$ cat src/rtl/cnn_bram_pkg.sv
// cnn_bram_pkg: shared constants and reader FSM state for the CNN feature-map BRAM readers
package cnn_bram_pkg;
    localparam int BYTES_PER_WORD   = 4;
    localparam int WORD_ADDR_STRIDE = 4;
    typedef enum logic [1:0] {IDLE, RUN, DRAIN, DONE} rd_state_t;
endpackage

$ cat src/rtl/conv2_rd_fifo.sv
// conv2_rd_fifo: small synchronous FIFO with occupancy count; head word readable combinationally
module conv2_rd_fifo #(
    parameter int WIDTH = 32,
    parameter int DEPTH = 4,
    localparam int AW = $clog2(DEPTH)
) (
    input  logic             clk,
    input  logic             rst,
    input  logic             wr_en,
    input  logic [WIDTH-1:0] wr_data,
    input  logic             rd_en,
    output logic [WIDTH-1:0] rd_data,
    output logic [AW:0]      count
);
    logic [WIDTH-1:0] mem [DEPTH];
    logic [AW-1:0]    wr_ptr, rd_ptr;
    assign rd_data = mem[rd_ptr];
    always_ff @(posedge clk)
        if (wr_en) mem[wr_ptr] <= wr_data;
    always_ff @(posedge clk or posedge rst) begin
        if (rst) begin
            wr_ptr <= '0;
            rd_ptr <= '0;
            count  <= '0;
        end else begin
            if (wr_en) wr_ptr <= wr_ptr + 1'b1;
            if (rd_en) rd_ptr <= rd_ptr + 1'b1;
            count <= count + (AW+1)'(wr_en) - (AW+1)'(rd_en);
        end
    end
endmodule

$ cat src/rtl/conv2_fmap_bram_reader.sv
// conv2_fmap_bram_reader: streams Conv2D_2 feature-map words from BRAM port B as little-endian bytes
module conv2_fmap_bram_reader
    import cnn_bram_pkg::*;
#(
    parameter int RD_LATENCY = 2,
    parameter int FIFO_DEPTH = 4,
    parameter int CNT_W      = 16
) (
    input  logic             clk,
    input  logic             rst,
    input  logic             start,
    input  logic [31:0]      base_addr,
    input  logic [CNT_W-1:0] word_count,
    output logic             busy,
    output logic             done,
    output logic [31:0]      bram_addr,
    output logic             bram_en,
    output logic [3:0]       bram_we,
    output logic [31:0]      bram_din,
    input  logic [31:0]      bram_dout,
    output logic [7:0]       m_data,
    output logic             m_valid,
    input  logic             m_ready,
    output logic             m_last
);
    localparam int FAW = $clog2(FIFO_DEPTH);
    rd_state_t             state;
    logic [31:0]           base;
    logic [CNT_W-1:0]      cnt, issued, words_out;
    logic [1:0]            byte_idx;
    logic [RD_LATENCY-1:0] pipe;
    logic [FAW:0]          fifo_count;
    logic [31:0]           head;
    logic [7:0]            in_flight;
    logic                  fire, pop, last_byte;
    assign bram_we   = '0;
    assign bram_din  = '0;
    assign m_valid   = fifo_count != '0;
    assign fire      = m_valid && m_ready;
    assign last_byte = byte_idx == 2'(BYTES_PER_WORD - 1);
    assign pop       = fire && last_byte;
    assign m_data    = m_valid ? head[{byte_idx, 3'b000} +: 8] : '0;
    assign m_last    = m_valid && last_byte && words_out == cnt - 1'b1;
    assign bram_addr = base + 32'(issued) * 32'(WORD_ADDR_STRIDE);
    always_comb begin
        in_flight = '0;
        for (int i = 0; i < RD_LATENCY; i++) in_flight = in_flight + 8'(pipe[i]);
    end
    // Credit covers both queued words and reads still in the BRAM pipe, so captures never overflow.
    assign bram_en = state == RUN && issued < cnt && in_flight + 8'(fifo_count) < 8'(FIFO_DEPTH);
    conv2_rd_fifo #(.WIDTH(32), .DEPTH(FIFO_DEPTH)) u_fifo (
        .clk     (clk),
        .rst     (rst),
        .wr_en   (pipe[RD_LATENCY-1]),
        .wr_data (bram_dout),
        .rd_en   (pop),
        .rd_data (head),
        .count   (fifo_count)
    );
    always_ff @(posedge clk or posedge rst) begin
        if (rst) begin
            state     <= IDLE;
            base      <= '0;
            cnt       <= '0;
            issued    <= '0;
            words_out <= '0;
            byte_idx  <= '0;
            pipe      <= '0;
            busy      <= 1'b0;
            done      <= 1'b0;
        end else begin
            pipe <= RD_LATENCY'({pipe, bram_en});
            done <= 1'b0;
            if (bram_en) issued <= issued + 1'b1;
            if (fire) byte_idx <= byte_idx + 1'b1;
            if (pop) words_out <= words_out + 1'b1;
            case (state)
                IDLE: if (start) begin
                    base      <= base_addr;
                    cnt       <= word_count;
                    issued    <= '0;
                    words_out <= '0;
                    byte_idx  <= '0;
                    busy      <= 1'b1;
                    // An empty transfer still spends one busy cycle so done lands two cycles after start.
                    state     <= word_count == '0 ? DRAIN : RUN;
                end
                RUN: if (bram_en && issued == cnt - 1'b1) state <= DRAIN;
                DRAIN: if (cnt == '0 || (fire && m_last)) begin
                    state <= DONE;
                    busy  <= 1'b0;
                    done  <= 1'b1;
                end
                DONE: state <= IDLE;
                default: state <= IDLE;
            endcase
        end
    end
endmodule

$ cat config.mk
export PLATFORM = sky130hd
export DESIGN_NAME = conv2_fmap_bram_reader
export DESIGN_NICKNAME = d
export VERILOG_FILES = /design/src/rtl/cnn_bram_pkg.sv /design/src/rtl/conv2_rd_fifo.sv /design/src/rtl/conv2_fmap_bram_reader.sv
export SDC_FILE = /design/constraint.sdc
export NUM_CORES = 1
export LEC_CHECK = 0
export ABC_AREA = 1
export CAP_MARGIN = 0
export CORE_UTILIZATION = 49
export DETAILED_ROUTE_END_ITERATION = 8
export PLACE_DENSITY_LB_ADDON = 0.25
export SYNTH_ARGS = -nofsm -noshare
export SYNTH_HDL_FRONTEND = slang
export SYNTH_SLANG_ARGS = --single-unit
export TNS_END_PERCENT = 100
$ cat constraint.sdc
create_clock -name clk -period 3.5 [get_ports clk]
set_clock_uncertainty 0.2 [all_clocks]
set_input_delay 0.525 -clock clk [delete_from_list [all_inputs] [get_ports clk]]
set_output_delay 0.525 -clock clk [all_outputs]
set_load 0.1 [all_outputs]
==> flow_metrics.tcl, run 1 <==
set metrics [dict create \
    seq_area_frac_synth_pct 52.2 \
    outcome "finished with violations" \
    max_slew.worst_pin.slew_ns 0.964 \
    fin_crit_ns 3.74 \
    detail_route.first_pass.iterations 7 \
    cts-root-buf "clkbuf_16" \
    worstPathArrival_ns 3.01 \
    via_per_inst 5.35 \
    ys_ff_latch 223 \
    layout_commonest_cell "nand2_1" \
    routed_wl_mm 30.6 \
    syn-cell-area_um2 11900 \
    die-width_um 158 \
    coreArea_um2 23700 \
    critPathKind "flop to output pin" \
    slew_headroom_pct 35.5 \
    grt.total_usage_pct 24.7 \
    worstPathRequired_ns 2.77 \
    grt_pass1_wl_mm 47.7 \
    most-common-layout-cells "nand2_1 (246), edfxtp_1 (128), nor2_1 (120), o21ai_0 (111), inv_1 (97)" \
    avgSynthCellArea_um2 9.23 \
    synth_cell_type_count 48 \
    met3_usage_pct 4.00 \
    ant_nets 0 \
    max-cap-violations 0 \
    clk_path_buf_depth 3 \
    place_ws_ns 0.0561 \
    io_pins 165 \
    met1_usage_pct 30.0 \
    async_reset_ff_share_pct 42.6 \
    cp_cell_sequence "ha_2 -> inv_2 -> fa_2 -> o211ai_2 -> nand3_2 -> nand2_2 -> nand3_2 -> nand2_2 -> nand2_2 -> nand2_4 -> nand2_4 -> nor2_4 -> buf_6 -> xor2_4 -> buf_12" \
    critPathMaxFanout 4 \
    cts.sinks 223 \
    area_growth_pct 31.2 \
    final_area_um2 15600 \
    busiest_layer "met2" \
    portBuffers 128 \
    syn_inst 1291 \
    peakVddDrop_v 0.00131 \
    clk_pin_slew_ns 0.06 \
    setup_ws_ns -0.235 \
    vias 9671 \
    route.detailed.drc 0 \
    power_density_nw_per_um2 948 \
    setup_viol 11 \
    drive_gt1_share_pct 19.4 \
    htree_num_levels 1 \
    rsz0062_at_grt "yes" \
    dpl_cell_area_um2 14200 \
    finalPower_uw 14800 \
    ys.flop_type "edfxtp_1" \
    gp_congestion 0.915 \
    grt_max_degree 65 \
    cts-hold-fix-buffers 0 \
    dr.first_iter.drc_count 524 \
    p_leak_uw 0.00655 \
    grt_pass1_vias 9577 \
    hpwl_mm 20.5 \
    max_freq_mhz 268 \
    wl_per_cell_um 16.9 \
    violations "negative setup slack" \
    antenna_found_initial 2 \
    start_util_pct 50.3 \
    hold_class "flop to flop" \
    startpoint_type "flop" \
    cts_made_buffers 23 \
    max_stage_delay_ns 0.36 \
    rows 56 \
    finalHoldViolCount 0 \
    num-nets-final 1604 \
    clk-insertion-delay-late_ns 0.54 \
    final_max_slew_viol_count 0 \
    die_area_um2 24900 \
    cp_common_cell "nand2_2" \
    min_period_over_period_pct 107 \
    cp-end-kind "output pin" \
    crit_path_top_delay_cell "dfrtp_1" \
    synth_edf_count 128 \
    yosys_warnings 0 \
    grt_use_met2_pct 44.2 \
    cts_tree "yes" \
    die_y_um 158 \
    overflow 0 \
]
## routing by layer
| layer | share of wire (%) | vias up |
|---|---|---|
| li1 | - | 4694 |
| met3 | 6.0 | 65 |
| met1 | 41 | 4614 |
| met5 | 0.042 | - |
| met4 | 3.1 | 2 |
| met2 | 50 | 296 |
## report_power, final
part | internal [µW] | total, µW | switching (µW)
logic | 2790 | 8560 | 5770
registers | 3340 | 3860 | 517
clock network | 1380 | 2410 | 1030
## cells in the mapped netlist, types with 2 or more instances
master	number	area, µm²
a21oi_1	55	275
o21a_1	3	22.5
a31oi_1	2	12.5
nor2_8	2	40.0
inv_1	102	383
nor2_4	6	67.6
nor3b_1	3	22.5
o211ai_1	12	90.1
buf_2	2	10.0
nor3_2	2	20.0
nor3b_2	2	25.0
and2_1	2	12.5
nand2_1	263	987
nor3_1	20	100
nand4_1	22	138
xnor2_1	13	114
nor2_2	6	37.5
o22ai_1	12	75.1
inv_2	8	30.0
clkbuf_1	36	135
dfrtp_1	95	2380
o21ai_0	113	566
buf_4	38	285
edfxtp_1	128	3840
nand2_2	8	50.1
o221ai_1	20	175
nand2_4	2	22.5
a21o_1	4	30.0
nor4_1	9	56.3
xor2_1	35	307
nand3_1	67	335
fa_1	2	40.0
nand3_2	6	60.1
nor2_1	129	484
ha_1	47	588
o21ai_1	3	15.0
## worst paths after layout
check	from	end	slack, ns	depth (start not counted)
worst max-delay path	issued[0]	bram_addr[24]	-0.24	15
worst min-delay path	pipe[0]	pipe[1]	0.18	0
worst max register to register	issued[1]	issued[14]	0.68	14
worst min register to register	pipe[0]	pipe[1]	0.18	0
max in group asynchronous	rst	issued[6]	2.19	3
min in group asynchronous	rst	issued[0]	0.22	2
## cell type report
type	instances	area (µm²)
flip-flops and latches	223	6230
well taps	319	399
repair buffers	199	2210
multi-input cells	913	5640
clock inverters	13	126
inverters	111	424
diodes	1	2.50
clock buffers	28	604
fillers	1818	8050
## cell families (layout without fill, tap and decap cells)
| group | count (synthesis) | count (layout) | synth area share (%) |
|---|---|---|---|
| and+or+nand+nor | 552 | 552 | 20.8 |
| AOI/OAI and AO/OA | 228 | 228 | 10.9 |
| DFF | 223 | 223 | 52.2 |
| buffers and inverters | 190 | 351 | 7.28 |
| adders and majority gates | 49 | 49 | 5.27 |
| xor gates and xnor gates | 48 | 48 | 3.53 |
| other | 1 | 37 | 0.0315 |
## through the flow
stage	hold slack (ns)	std cells	TNS [ns]	util, %
after floorplan	0.160	1326	-1.10	-
after global placement	0.167	1730	0	59.8
after detailed placement	0.166	1730	0	59.8
after CTS	0.182	1785	-0.619	64.4
after global routing	0.195	1806	-2.28	66.0
final	0.180	1807	-1.12	66.0
## flip-flops by register name (all words and copies together), names as in the netlist
| signal | flops |
|---|---|
| u_fifo.count | 3 |
| issued | 16 |
| busy | 1 |
| u_fifo.mem | 128 |
| done | 1 |
| u_fifo.wr_ptr | 2 |
| byte_idx | 2 |
| pipe | 2 |
| words_out | 16 |
| cnt | 16 |
| u_fifo.rd_ptr | 2 |
| state | 2 |
| base | 32 |
## timing repair
item | CTS | global route
endpoints found under the setup margin | 18 | 18
resized for setup | 51 | 45
buffers inserted | 14 | 21
pin swaps | 16 | 27
gates cloned | 0 | 0
## critical path, delay by kind of cell, from the launching register on
kind | cells | cell delay, ns
buffers and inverters | 3 | 0.36
and+or+nand+nor | 8 | 0.81
DFF | 1 | 0.36
adders and majority gates | 2 | 0.53
xor gates and xnor gates | 1 | 0.16
AOI/OAI and AO/OA | 1 | 0.25
Note: power is estimated with default switching activity, not from simulation.
==> run 2, diff against run 1 <==
--- a/config.mk
+++ b/config.mk
@@ -7,6 +7,7 @@
 export LEC_CHECK = 0
 export ABC_AREA = 1
 export CAP_MARGIN = 0
+export CORE_ASPECT_RATIO = 1.25
 export CORE_UTILIZATION = 49
 export DETAILED_ROUTE_END_ITERATION = 8
 export PLACE_DENSITY_LB_ADDON = 0.25
==> run 2 against run 1 <==
Net effect:
- the flow still finishes with violations (negative setup slack)
- via count rose by 0.11%
- power fell by 1.3%
- core utilization fell by 1.2 points
- sequential share of layout area rose by 0.54 points
- global-route usage rose by 0.19 points
- cell area fell by 1.4%
- non-clock buffer count fell by 4
- largest power group unchanged
- critical endpoint is now bram_addr[30]
- final cell count barely moved
- worst setup slack improved by 0.17 ns
- wire length rose by 0.56%
- combinational power fell by 0.8%
- maximum frequency rose by 4.7%
==> flow_metrics.tcl, run 2 (same netlist as run 1, synthesis figures left out) <==
set metrics [dict create \
    cp-end-kind "output pin" \
    drive_gt1_share_pct 18.5 \
    num-fill-cells 1928 \
    die_area_um2 25000 \
    cp_top_family "simple AND/OR/NAND/NOR gates" \
    portBuffers 128 \
    vias 9682 \
    critPathKind "flop to output pin" \
    largest_reg_flops 128 \
    crit_buf_inv 3 \
    layout_commonest_cell "nand2_1" \
    cp_cell_sequence "ha_2 -> inv_2 -> fa_2 -> o211ai_2 -> nand3_1 -> nand2_2 -> nand3_2 -> nand2_2 -> nand2_2 -> nand2_4 -> nand2_2 -> nor3_2 -> buf_4 -> xor2_4 -> buf_12" \
    max_freq_mhz 280 \
    worstHoldPathCells 0 \
    rows 63 \
    hold_slack_ns 0.186 \
    setup_ws_ns -0.0682 \
    area_growth_pct 29.3 \
    clk_path_buf_depth 3 \
    startpoint_type "flop" \
    r2r_end "issued[15]" \
    regMostFlops "u_fifo.mem" \
    min_from "pipe[0]" \
    power_density_nw_per_um2 949 \
    violations "negative setup slack" \
    worstPathRequired_ns 2.77 \
    cts_tree "yes" \
    min_period_over_period_pct 102 \
    grt_max_degree 67 \
    fin_crit_ns 3.57 \
    regToRegSetupSlack_ns 0.61 \
    setup_viol 3 \
    cts-root-buf "clkbuf_16" \
    ant_nets 0 \
    finalHoldViolCount 0 \
    cts_made_buffers 23 \
    start_util_pct 50.1 \
    hpwl_mm 21.1 \
    final_max_slew_viol_count 0 \
    cts.sinks 223 \
    via_per_inst 5.36 \
    dr.first_iter.drc_count 506 \
    detail_route.first_pass.iterations 5 \
    clk_pin_slew_ns 0.06 \
    cts-hold-fix-buffers 0 \
    crit_path_top_delay_cell "dfrtp_1" \
    coreArea_um2 23800 \
    r2r_start "cnt[14]" \
    peakVddDrop_v 0.00137 \
    grt.total_usage_pct 24.9 \
    grt_pass1_wl_mm 48.6 \
    htree_num_levels 1 \
    diodes 0 \
    clk-insertion-delay-late_ns 0.51 \
    worst_hold_path.endpoint "pipe[1]" \
    rsz0062_at_grt "yes" \
    grt_pass1_vias 9776 \
    ff2ff_path_depth 14 \
    num-nets-final 1600 \
    routed_wl_mm 30.8 \
    io_pins 165 \
    worstPathArrival_ns 2.84 \
    outcome "finished with violations" \
    hold_class "flop to flop" \
    antenna_found_initial 0 \
    die-width_um 141 \
    max_slew.worst_pin.slew_ns 0.962 \
    fin_util_pct 64.7 \
    most-common-layout-cells "nand2_1 (252), edfxtp_1 (128), nor2_1 (120), o21ai_0 (110), inv_1 (96)" \
    wl_per_cell_um 17.0 \
    route.detailed.drc 0 \
    die_y_um 176 \
    max_stage_delay_ns 0.35 \
    overflow 0 \
    cp_common_cell "nand2_2" \
    fin_setup_tns_ns -0.181 \
    max-cap-violations 0 \
    critPathMaxFanout 3 \
    p_leak_uw 0.00648 \
    slew_headroom_pct 35.7 \
    largest_registers "u_fifo.mem: 128 flops, base: 32 flops" \
    gp_congestion 0.904 \
]
==> run 2: cell count changes in the layout (fill, tap and decap cells not counted), moves of 3 or more <==
cell | before | now
buf_6 | 5 | 1
clkbuf_1 | 4 | 7
clkbuf_8 | 1 | 4
clkinv_2 | 7 | 2
ha_1 | 35 | 38
ha_4 | 11 | 7
nand2_1 | 246 | 252
nand2_2 | 20 | 15
==> run 2: final cells by class <==
type,instances,area (µm²),area share [%]
sequential,223,6230,40.4
multi-input combinational,913,5520,35.8
timing repair buffer,195,2140,13.9
clock buffer,36,672,4.36
inverter,111,419,2.72
tap,325,407,2.64
clock inverter,5,30.0,0.195
==> run 2: worst max-delay path by stage <==
stage                         start            end  slack, ns  depth (start not counted)
after global placement      base[2]  bram_addr[30]       0.21                         15
after global routing        base[2]  bram_addr[30]      -0.18                         15
after detailed placement  issued[0]  bram_addr[30]       0.14                         15
after floorplan              cnt[0]         m_last      -0.55                         10
final                       base[2]  bram_addr[30]      -0.07                         15
after CTS                 issued[0]  bram_addr[24]       -0.1                         15
==> run 2: metrics by stage <==
step / total power (µW) / setup slack [ns] / std cells / instance area, µm²
floorplan: 9470 / -0.549 / 1326 / 12300
global placement: 11900 / 0.205 / 1735 / 14100
detailed placement: 12000 / 0.143 / 1735 / 14100
CTS: 14500 / -0.0956 / 1785 / 15100
global route: 15400 / -0.176 / 1808 / 15400
finish: 14600 / -0.0682 / 1808 / 15400
==> run 2: report_power, final <==
group / internal [µW] / switching, µW / total (µW)
Sequential: 3340 / 492 / 3830
Clock: 1320 / 993 / 2310
Combinational: 2730 / 5760 / 8490
==> run 2: routing by layer <==
layer | vias to the layer above | part of all wire (%) | track usage [%]
li1 | 4675 | - | -
met1 | 4655 | 40 | 29.7
met2 | 284 | 52 | 45.8
met3 | 68 | 5.0 | 2.74
met4 | 0 | 3.5 | 9.63
met5 | - | 0 | 0
==> run 2: repair_timing <==
item / CTS / global route
buffers inserted: 9 / 23
gates resized for setup: 43 / 31
pin swaps: 13 / 26
gates cloned: 0 / 0
setup endpoints to repair: 18 / 16
